==> config.mk <==
export PLATFORM = sky130hd
export DESIGN_NAME = unsadd_n
export DESIGN_NICKNAME = d
export VERILOG_FILES = /design/src/rtl/unsadd_n.sv
export SDC_FILE = /design/constraint.sdc
export NUM_CORES = 1
export LEC_CHECK = 0
export ABC_AREA = 1
export CAP_MARGIN = 20
export CORE_MARGIN = 1
export CORE_UTILIZATION = 45
export CTS_CLUSTER_SIZE = 30
export DETAILED_ROUTE_END_ITERATION = 6
export MAX_ROUTING_LAYER = met4
export REMOVE_ABC_BUFFERS = 1
export SLEW_MARGIN = 20
export SYNTH_ARGS = -nofsm -noshare
export SYNTH_HDL_FRONTEND = slang
export SYNTH_SLANG_ARGS = --single-unit
==> constraint.sdc <==
create_clock -name iClk -period 7.69 [get_ports iClk]
set_clock_uncertainty 0.15 [all_clocks]
set_input_delay 1.538 -clock iClk [delete_from_list [all_inputs] [get_ports iClk]]
set_output_delay 1.538 -clock iClk [all_outputs]
set_load 0.02 [all_outputs]
==> src/rtl/unsadd_n.sv <==
// N-input non-scaled unary adder: emits a bitstream whose density tracks the
// clamped sum of the input densities, windowed over 2^WLEN cycles.
module unsadd_n #(
  parameter int NINPUT      = 2,
  parameter int WLEN        = 8,
  parameter bit DEF_BIPOLAR = 1'b1
) (
  input  logic              iClk,
  input  logic              iRstN,
  input  logic              iEn,
  input  logic              iClr,
  input  logic              iBipolar,
  input  logic [NINPUT-1:0] iA,
  output logic              oC,
  output logic              oSat,
  output logic              oWinDone,
  output logic [WLEN:0]     oCnt
);

  localparam int TW = WLEN + $clog2(NINPUT) + 3;
  localparam int PW = $clog2(NINPUT + 1);

  logic signed [TW-1:0] tgt;
  logic signed [TW-1:0] tgt_n;
  logic signed [TW-1:0] off;
  logic signed [TW:0]   diff;
  logic [WLEN:0]        cnt;
  logic [WLEN-1:0]      wcnt;
  logic                 mode_q;
  logic [PW-1:0]        pc;
  logic                 emit;
  logic                 sat;
  logic                 win_end;

  always_comb begin
    pc = '0;
    for (int i = 0; i < NINPUT; i++) begin
      pc = pc + PW'(iA[i]);
    end
  end

  // Target is kept in half-units so the bipolar (NINPUT-1)/2 offset stays exact.
  always_comb begin
    off     = mode_q ? TW'(NINPUT - 1) : '0;
    tgt_n   = tgt + $signed(TW'({pc, 1'b0})) - off;
    diff    = $signed({tgt_n[TW-1], tgt_n}) - $signed((TW+1)'({cnt, 1'b0}));
    emit    = ~diff[TW] && (diff != '0);
    sat     = ~diff[TW] && (diff[TW-1:0] > TW'(2));
    win_end = (wcnt == {WLEN{1'b1}});
  end

  always_ff @(posedge iClk or negedge iRstN) begin
    if (!iRstN) begin
      tgt      <= '0;
      cnt      <= '0;
      wcnt     <= '0;
      mode_q   <= DEF_BIPOLAR;
      oC       <= 1'b0;
      oSat     <= 1'b0;
      oWinDone <= 1'b0;
    end else if (iClr) begin
      tgt      <= '0;
      cnt      <= '0;
      wcnt     <= '0;
      mode_q   <= iBipolar;
      oC       <= 1'b0;
      oSat     <= 1'b0;
      oWinDone <= 1'b0;
    end else if (iEn) begin
      oC   <= emit;
      oSat <= sat;
      // Window end discards any backlog, positive or negative.
      if (win_end) begin
        tgt      <= '0;
        cnt      <= '0;
        wcnt     <= '0;
        mode_q   <= iBipolar;
        oWinDone <= 1'b1;
      end else begin
        tgt      <= tgt_n;
        cnt      <= cnt + (WLEN+1)'(emit);
        wcnt     <= wcnt + 1'b1;
        oWinDone <= 1'b0;
      end
    end else begin
      oC       <= 1'b0;
      oSat     <= 1'b0;
      oWinDone <= 1'b0;
    end
  end

  assign oCnt = cnt;

endmodule

# Word-level counts from Yosys, hierarchy flattened
# Cells that the tools add are included.
# word_totals
reg_bits	33
input_bits	7
out_inout_bits	12
wordCells	42
# op_classes
add_sub_neg	6
n_lt_le_gt_ge	1
n_eq_ne	1
muxes	20
bitwise	1
n_reduce_logical	6
# ops
cell	n
$mux 12	3
$mux 9	3
$mux 8	3
$reduce_bool 13->1	1
$sub 12x11->13	1
$add 12x4->12	1
$gt 12x2->1 const B	1
$sub 12x2->12	1
$mux 1	11
$add 9x1->9	1
$add 8x1->8 const B	1
$eq 8x8->1 const B	1
$reduce_bool 2->1	2
$add 1x1->2	1
$logic_and 1x1->1	2
$reduce_and 2->1	1
$not 1->1	1

# Longest topological paths before layout
# Gate-level depths: netlist of run 1.
# logic_depth
word_depth	10
ltp_mapped	32

# Least setup slack after synthesis of run 1
# Ideal clock, no wire load.
# synth_timing
path_type	input to register
from	input iA[0]
to	register cnt[7] (netlist: oCnt[7])
arrival_ns	5.270
t_required_ns	7.436
slack_ns	2.167
stages	29
path_buffers	0
cell_sequence	ha_1 inv_1 ha_1 inv_1 ha_1 inv_1 fa_1 o21bai_1 xor2_1 inv_1 ha_1 a21oi_2 nor2_1 nor2_2 nand2_1 a21oi_1 nand2_1 nand2_1 nor2_2 nand3_2 nand2_1 inv_1 ha_1 nand3_1 nor2_2 nand3_1 nor2_1 nand2_1 a221oi_1
# synth_between
elab_chain_cells	10
word_cells_on_any_way	11
classes_between	5 x add/sub; 3 x mux; 1 x bitwise; 2 x reduce/logical
# synth_rtl
item	line	text
from (decl)	13	input logic [NINPUT-1:0] iA,
$add 1x1->2 (*)	38	pc = pc + PW'(iA[i]);
$add 12x4->12 (*)	45	tgt_n = tgt + $signed(TW'({pc, 1'b0})) - off;
$sub 12x2->12 (*)	45	
$sub 12x11->13 (*)	46	diff = $signed({tgt_n[TW-1], tgt_n}) - $signed((TW+1)'({cnt, 1'b0}));
$reduce_bool 13->1 / $not 1->1 (equally long branches)	47	emit = ~diff[TW] && (diff != '0);
$logic_and 1x1->1 (*)	47	
$add 9x1->9 (*)	81	cnt <= cnt + (WLEN+1)'(emit);
$mux 9 (*)	73	if (win_end) begin
$mux 9 (*)	69	end else if (iEn) begin
$mux 9 (*)	61	end else if (iClr) begin
to (signal assigned)	81	
to (decl)	27	logic [WLEN:0] cnt;
# Mark *: on every way between the ends. The rest lies on a longest branch, timed or not. The select of a mux whose other input is x is not followed.
# A chain may end at the register's enable or synchronous reset.

# Worst setup path in the final report of run 1
# layout_timing
from	input iA[0]
to	register cnt[8] (netlist: oCnt[8])
# The elaborated chain is that of the path after synthesis.

==> impl_metrics.tcl, run 1 <==
set metrics [dict create \
    die_h_um 77.6 \
    setup.worst_path.end_class "register" \
    clk-insertion-delay-late_ns 0.29 \
    r2r-start "tgt[1]" \
    nNetsFinal 412 \
    drt-pass1-iter-count 4 \
    critical_path_required_ns 7.70 \
    rsz_0062_raised_after_global_routing "false" \
    grt.total_usage_pct 21.3 \
    timing.slew.headroom_pct 44.9 \
    asyncSetResetFlopFracSynth_pct 100 \
    synth_top_area_share_pct 31.1 \
    reg2reg_slack_ns 3.21 \
    worstPathArrival_ns 6.06 \
    grt_first_pass_wirelength_um 9760 \
    synthXorXnorAreaFrac_pct 5.44 \
    detail_route.vias_per_cell 4.85 \
    holdPathStages 2 \
    cap_viol_max_count 0 \
    timing.final.setup_violations 0 \
    reg2regPathDepth 28 \
    drt_iter0_markers 88 \
    maximum_frequency_from_static_timing_analysis_mhz 165 \
    largest_net_degree_at_the_start_of_global_routing 34 \
    min_from "tgt[11]" \
    min_to "tgt[11]" \
    numCtsBuffers 5 \
    ctsLongestPathBuffers 2 \
    n_antenna_cell 0 \
    ios 19 \
    fin_area_um2 2960 \
    first_global_vias 2157 \
    post_cts.resized_instances 0 \
    finalWorstPathRequiredPeriod_ns 6.06 \
    detailed_place_hpwl_um 4280 \
    detail_route.wirelength_um 5500 \
    synth_fa_ha_area_share_pct 14.2 \
    timing.hold.worst.class "register to register" \
    placed_cell_count 442 \
    route.vias.total 2182 \
    initial_utilization_pct 46.8 \
    cts_max_level 2 \
    synth.largest_area_cell "dfrtp_1" \
    cell_types_occupying_the_most_area_after_synthesis "dfrtp_1 (31%), ha_1 (13%), nand2_1 (12%)" \
    synth_edf_count 0 \
    cts_hold_buffers 0 \
    layoutNonFillerInstCount 450 \
    std_cell_rows 27 \
    critPathMaxFanout 5 \
    finalMaxSlewViolations 0 \
    postRouteAntennaNets 0 \
    worst_setup_path_start_kind "input pin" \
    drive_gt1_share_pct 5.29 \
    synth_most_common_cell "nand2_1" \
    fp.dieArea_um2 6030 \
    worst-setup-path-type "input pin to register" \
    synth_warnings 0 \
    finalCritPeriodShare_pct 78.7 \
    dominant_combinational_cell_family_by_area_after_synthesis "simple AND/OR/NAND/NOR gates" \
    grt_antenna_before_repair 0 \
    run_status "finished clean" \
    synth_seq_area_share_pct 32.1 \
    io_buffer_count 18 \
    wire_per_inst_um 12.2 \
    synth_ff_type "dfrtp_1" \
    grt_overflow_total 0 \
    dpl-instance-area_um2 2840 \
    die_width_um 77.6 \
    hold_ws_ns 0.357 \
    post_synth_instance_area_um2 2570 \
    hold_viol 0 \
    area_fraction_in_compound_gates_after_synthesis_pct 9.62 \
    timing.critical_path.slowest_stage_cell "fa_1" \
    tns_ns 0 \
    clock_sinks 33 \
    post-cts-setup-buffer-count 0 \
    drc_errors 0 \
    clk_root_buffer_cell "clkbuf_8" \
    post_synth_num_cell_types 34 \
    worst-slew-pin-transition_ns 0.821 \
    placer_congestion_estimate 0.869 \
    yosys.area_share.simple_pct 25.6 \
    yosys_register_bits 33 \
    regToRegEndpoint "oCnt[8]" \
    cts_tree "built" \
    post_synth_most_frequent_cells "nand2_1 (83), inv_1 (79), dfrtp_1 (32)" \
    cp_slowest_stage_delay_ns 0.42 \
    synth_area_per_cell_um2 7.27 \
    layout-area-overhead-vs-synth_pct 14.8 \
    core_area_um2 5510 \
    synthMuxAreaShare_pct 0.826 \
    synth_cells 354 \
    path_clk_slew_ns 0.07 \
]
[sequential cells by signal (all words and copies together), names as in the netlist]
name,cells
tgt,12
oSat,1
oCnt,9
oC,1
oWinDone,1
wcnt,8
mode_q,1
[worst max path at each step]
stage,from,to,slack [ns],cells past startpoint
after floorplan,iA[0],oCnt[7],2.17,29
after global placement,iA[0],oCnt[7],1.49,30
after detailed placement,iA[0],oCnt[7],1.37,30
after CTS,iA[0],oCnt[7],1.63,30
after global routing,iA[0],oCnt[7],1.17,30
final,iA[0],oCnt[8],1.63,30
[worst max-delay path: cells and delay by family]
kind | cells | cell delay (ns)
simple gates | 11 | 0.95
xor+xnor | 2 | 0.38
compound gates | 4 | 0.65
buf+inv | 6 | 0.71
fa+ha+maj | 7 | 1.83
[stage by stage]
step | utilization (%) | worst slack [ns]
after detailed placement | 51.6 | 1.37
final | 53.7 | 1.63
after floorplan | - | 2.17
after global routing | 53.7 | 1.17
after CTS | 53.7 | 1.63
after global placement | 51.6 | 1.49
[cells in the final DEF, fill, tap and decap left out, types with 2 or more instances in the layout]
cell type         n
a21oi_1          12
clkbuf_8          6
clkdlybuf4s50_1  18
dfrtp_1          32
fa_1              2
ha_1             26
inv_1            79
nand2_1          83
nand2_2           2
nand3_1          19
nand3_2           2
nand4_1           5
nor2_1           23
nor2_2            3
nor3_1            7
nor4_1            2
o21ai_0           7
o21ai_1           2
o21bai_1          4
o22ai_1          13
xnor2_1           8
xor2_1            8
[cells by family after synthesis]
family / count (synthesis)
flops: 33
xor+xnor: 16
fa+ha+maj: 28
buf+inv: 83
mux: 2
simple gates: 150
compound gates: 42
[final cells by class]
cell class / instances / area (µm²)
Clock buffer: 7 / 86.3
Inverter: 80 / 300
Tap cell: 72 / 90.1
Clock inverter: 1 / 30.0
Fill cell: 558 / 2550
Sequential cell: 33 / 827
Multi-Input combinational cell: 238 / 1430
Timing Repair Buffer: 19 / 188
[layer usage]
| metal | vias up | share of wire [%] | global-route usage [%] |
|---|---|---|---|
| li1 | 1167 | - | - |
| met2 | 25 | 47 | 35.1 |
| met1 | 982 | 49 | 27.2 |
| met3 | 8 | 2.4 | 2.47 |
| met5 | - | 0 | - |
| met4 | 0 | 1.3 | 6.79 |
Power of run 1 is not shown: default switching activity piles up to over one toggle a cycle in this logic, so the estimate is an artifact.
==> inputs of run 2 (changes only) <==
--- a/config.mk
+++ b/config.mk
@@ -12,6 +12,7 @@
 export CTS_CLUSTER_SIZE = 30
 export DETAILED_ROUTE_END_ITERATION = 6
 export MAX_ROUTING_LAYER = met4
+export PLACE_DENSITY = 0.66
 export REMOVE_ABC_BUFFERS = 1
 export SLEW_MARGIN = 20
 export SYNTH_ARGS = -nofsm -noshare
==> constraint.sdc (replaced) <==
create_clock -name iClk -period 4.9 [get_ports iClk]
set_clock_uncertainty 0.15 [all_clocks]
set_input_delay 0.98 -clock iClk [delete_from_list [all_inputs] [get_ports iClk]]
set_output_delay 0.98 -clock iClk [all_outputs]
set_load 0.02 [all_outputs]
==> run 2 against run 1 <==
Sequential cell count stayed put. Worst setup slack got worse by 1.5 ns. Global-route usage is 3.2 points higher. Die area unchanged. Routed wire length increased by 18%. First-iteration DRC count up 41%. Cell count is 12% higher. Largest cell class unchanged. Highest routed layer unchanged.
==> impl_metrics.tcl, run 2 (synthesis gave the netlist of run 1 again) <==
set metrics [dict create \
    worstPathArrival_ns 4.86 \
    seq_area_um2 827 \
    placed_cell_count 473 \
    drt_iter0_markers 124 \
    detail_route.wirelength_um 6520 \
    largest_register_ff_count 12 \
    nNetsFinal 464 \
    reg2regPathDepth 30 \
    ctsLongestPathBuffers 2 \
    worst-slew-pin-transition_ns 0.866 \
    io_buffer_count 18 \
    timing.hold.worst.class "register to register" \
    grt.total_usage_pct 24.4 \
    first_global_vias 2555 \
    fin_area_um2 3590 \
    setup.worst_path.end_class "register" \
    reg2reg_slack_ns 0.70 \
    r2r-start "tgt[0]" \
    layout_common_cells "nand2_1 (77), inv_1 (73), buf_4 (53), dfrtp_1 (32), nor2_1 (21)" \
    run_status "finished clean" \
    layout-area-overhead-vs-synth_pct 39.6 \
    finalCritPeriodShare_pct 98.2 \
    worst_setup_path_start_kind "input pin" \
    cell_type_with_the_highest_occurrence_count_on_the_critical_path "buf_4" \
    layoutNonFillerInstCount 502 \
    clk_root_buffer_cell "clkbuf_8" \
    grt_antenna_before_repair 0 \
    critical_path_required_ns 4.94 \
    n_antenna_cell 0 \
    rsz_0062_raised_after_global_routing "true" \
    ios 19 \
    drt-pass1-iter-count 4 \
    nFillCells 461 \
    worst-setup-path-type "input pin to register" \
    drc_errors 0 \
    timing.final.setup_violations 0 \
    cts_hold_buffers 0 \
    wire_per_inst_um 13.0 \
    setup_ws_ns 0.0877 \
    postRouteAntennaNets 0 \
    finish.utilization_pct 65.3 \
    clk-insertion-delay-late_ns 0.29 \
    route.vias.total 2492 \
    cp_slowest_stage_delay_ns 0.40 \
    cts_tree "built" \
    dpl_worst_slack_ns -0.746 \
    finalMaxSlewViolations 0 \
    detail_route.vias_per_cell 4.96 \
    multi_input_comb_area_um2 1680 \
    dpl-instance-area_um2 3070 \
    hold_viol 0 \
    min_from "wcnt[0]" \
    registers.top_by_ff_count "tgt" \
    regToRegEndpoint "oC" \
    grt_overflow_total 0 \
    grt_first_pass_wirelength_um 11200 \
    drive_gt1_share_pct 25.8 \
    maximum_frequency_from_static_timing_analysis_mhz 208 \
    std_cell_rows 27 \
    die_width_um 77.6 \
    path_clk_slew_ns 0.07 \
    placer_congestion_estimate 0.898 \
    cts_max_level 2 \
    die_h_um 77.6 \
    numCtsBuffers 5 \
    initial_utilization_pct 46.8 \
    layout_commonest_cell "nand2_1" \
    detailed_place_hpwl_um 4380 \
    largest_net_degree_at_the_start_of_global_routing 34 \
    fp.dieArea_um2 6030 \
    timing.slew.headroom_pct 41.9 \
    finalWorstPathRequiredPeriod_ns 4.81 \
    timing.critical_path.slowest_stage_cell "fa_2" \
    clock_sinks 33 \
    min_to "wcnt[0]" \
    holdPathStages 1 \
    critPathMaxFanout 4 \
    cap_viol_max_count 0 \
    core_area_um2 5510 \
]
## run 2: what timing repair did
| item | CTS | global route |
|---|---|---|
| gates resized for setup | 32 | 26 |
| pin swaps | 24 | 27 |
| setup endpoints to repair | 8 | 10 |
| buffers inserted | 18 | 3 |
## run 2: worst max-delay path: cells and delay by family
kind                       cells  cell delay [ns]
and+or+nand+nor               12             0.92
adders and majority gates      5             1.33
AOI/OAI and AO/OA              1             0.18
buffers and inverters         13             1.24
xor gates and xnor gates       1             0.21
## run 2: worst max-delay path by stage
stage	from	end	slack (ns)	cells after the start
2_1_floorplan	iA[0]	oCnt[7]	-0.07	29
3_3_place_gp	iA[0]	oCnt[8]	-0.63	29
3_5_place_dp	iA[0]	oCnt[8]	-0.75	30
4_1_cts	iA[1]	oCnt[8]	0.005	32
5_1_grt	iA[1]	oCnt[6]	-0.08	29
6_report	iA[1]	oC	0.09	32
## run 2: layout make-up
cell class                      count  area share [%]
Clock buffer                        7            2.40
Clock inverter                      1           0.836
Inverter                           80            8.43
Multi-Input combinational cell    238            46.7
Sequential cell                    33            23.0
Tap cell                           72            2.51
Timing Repair Buffer               71            16.2
## run 2: metal layers
metal  wire length, µm  share of wire, %  vias up  track usage, %
li1                  -                 -     1269               -
met3               227               3.5       12            3.41
met4               116               1.8        0            8.11
met2              3320                51       43            42.6
met5                 0                 0        -               -
met1              2850                44     1168            28.9
## run 2: stage by stage
step                      hold WS [ns]  TNS (ns)
after CTS                        0.359         0
after global routing             0.387    -0.344
after detailed placement         0.351     -5.11
final                            0.357         0
after floorplan                  0.323    -0.157
after global placement           0.345     -4.19
Power of run 2 is left out for the same reason.
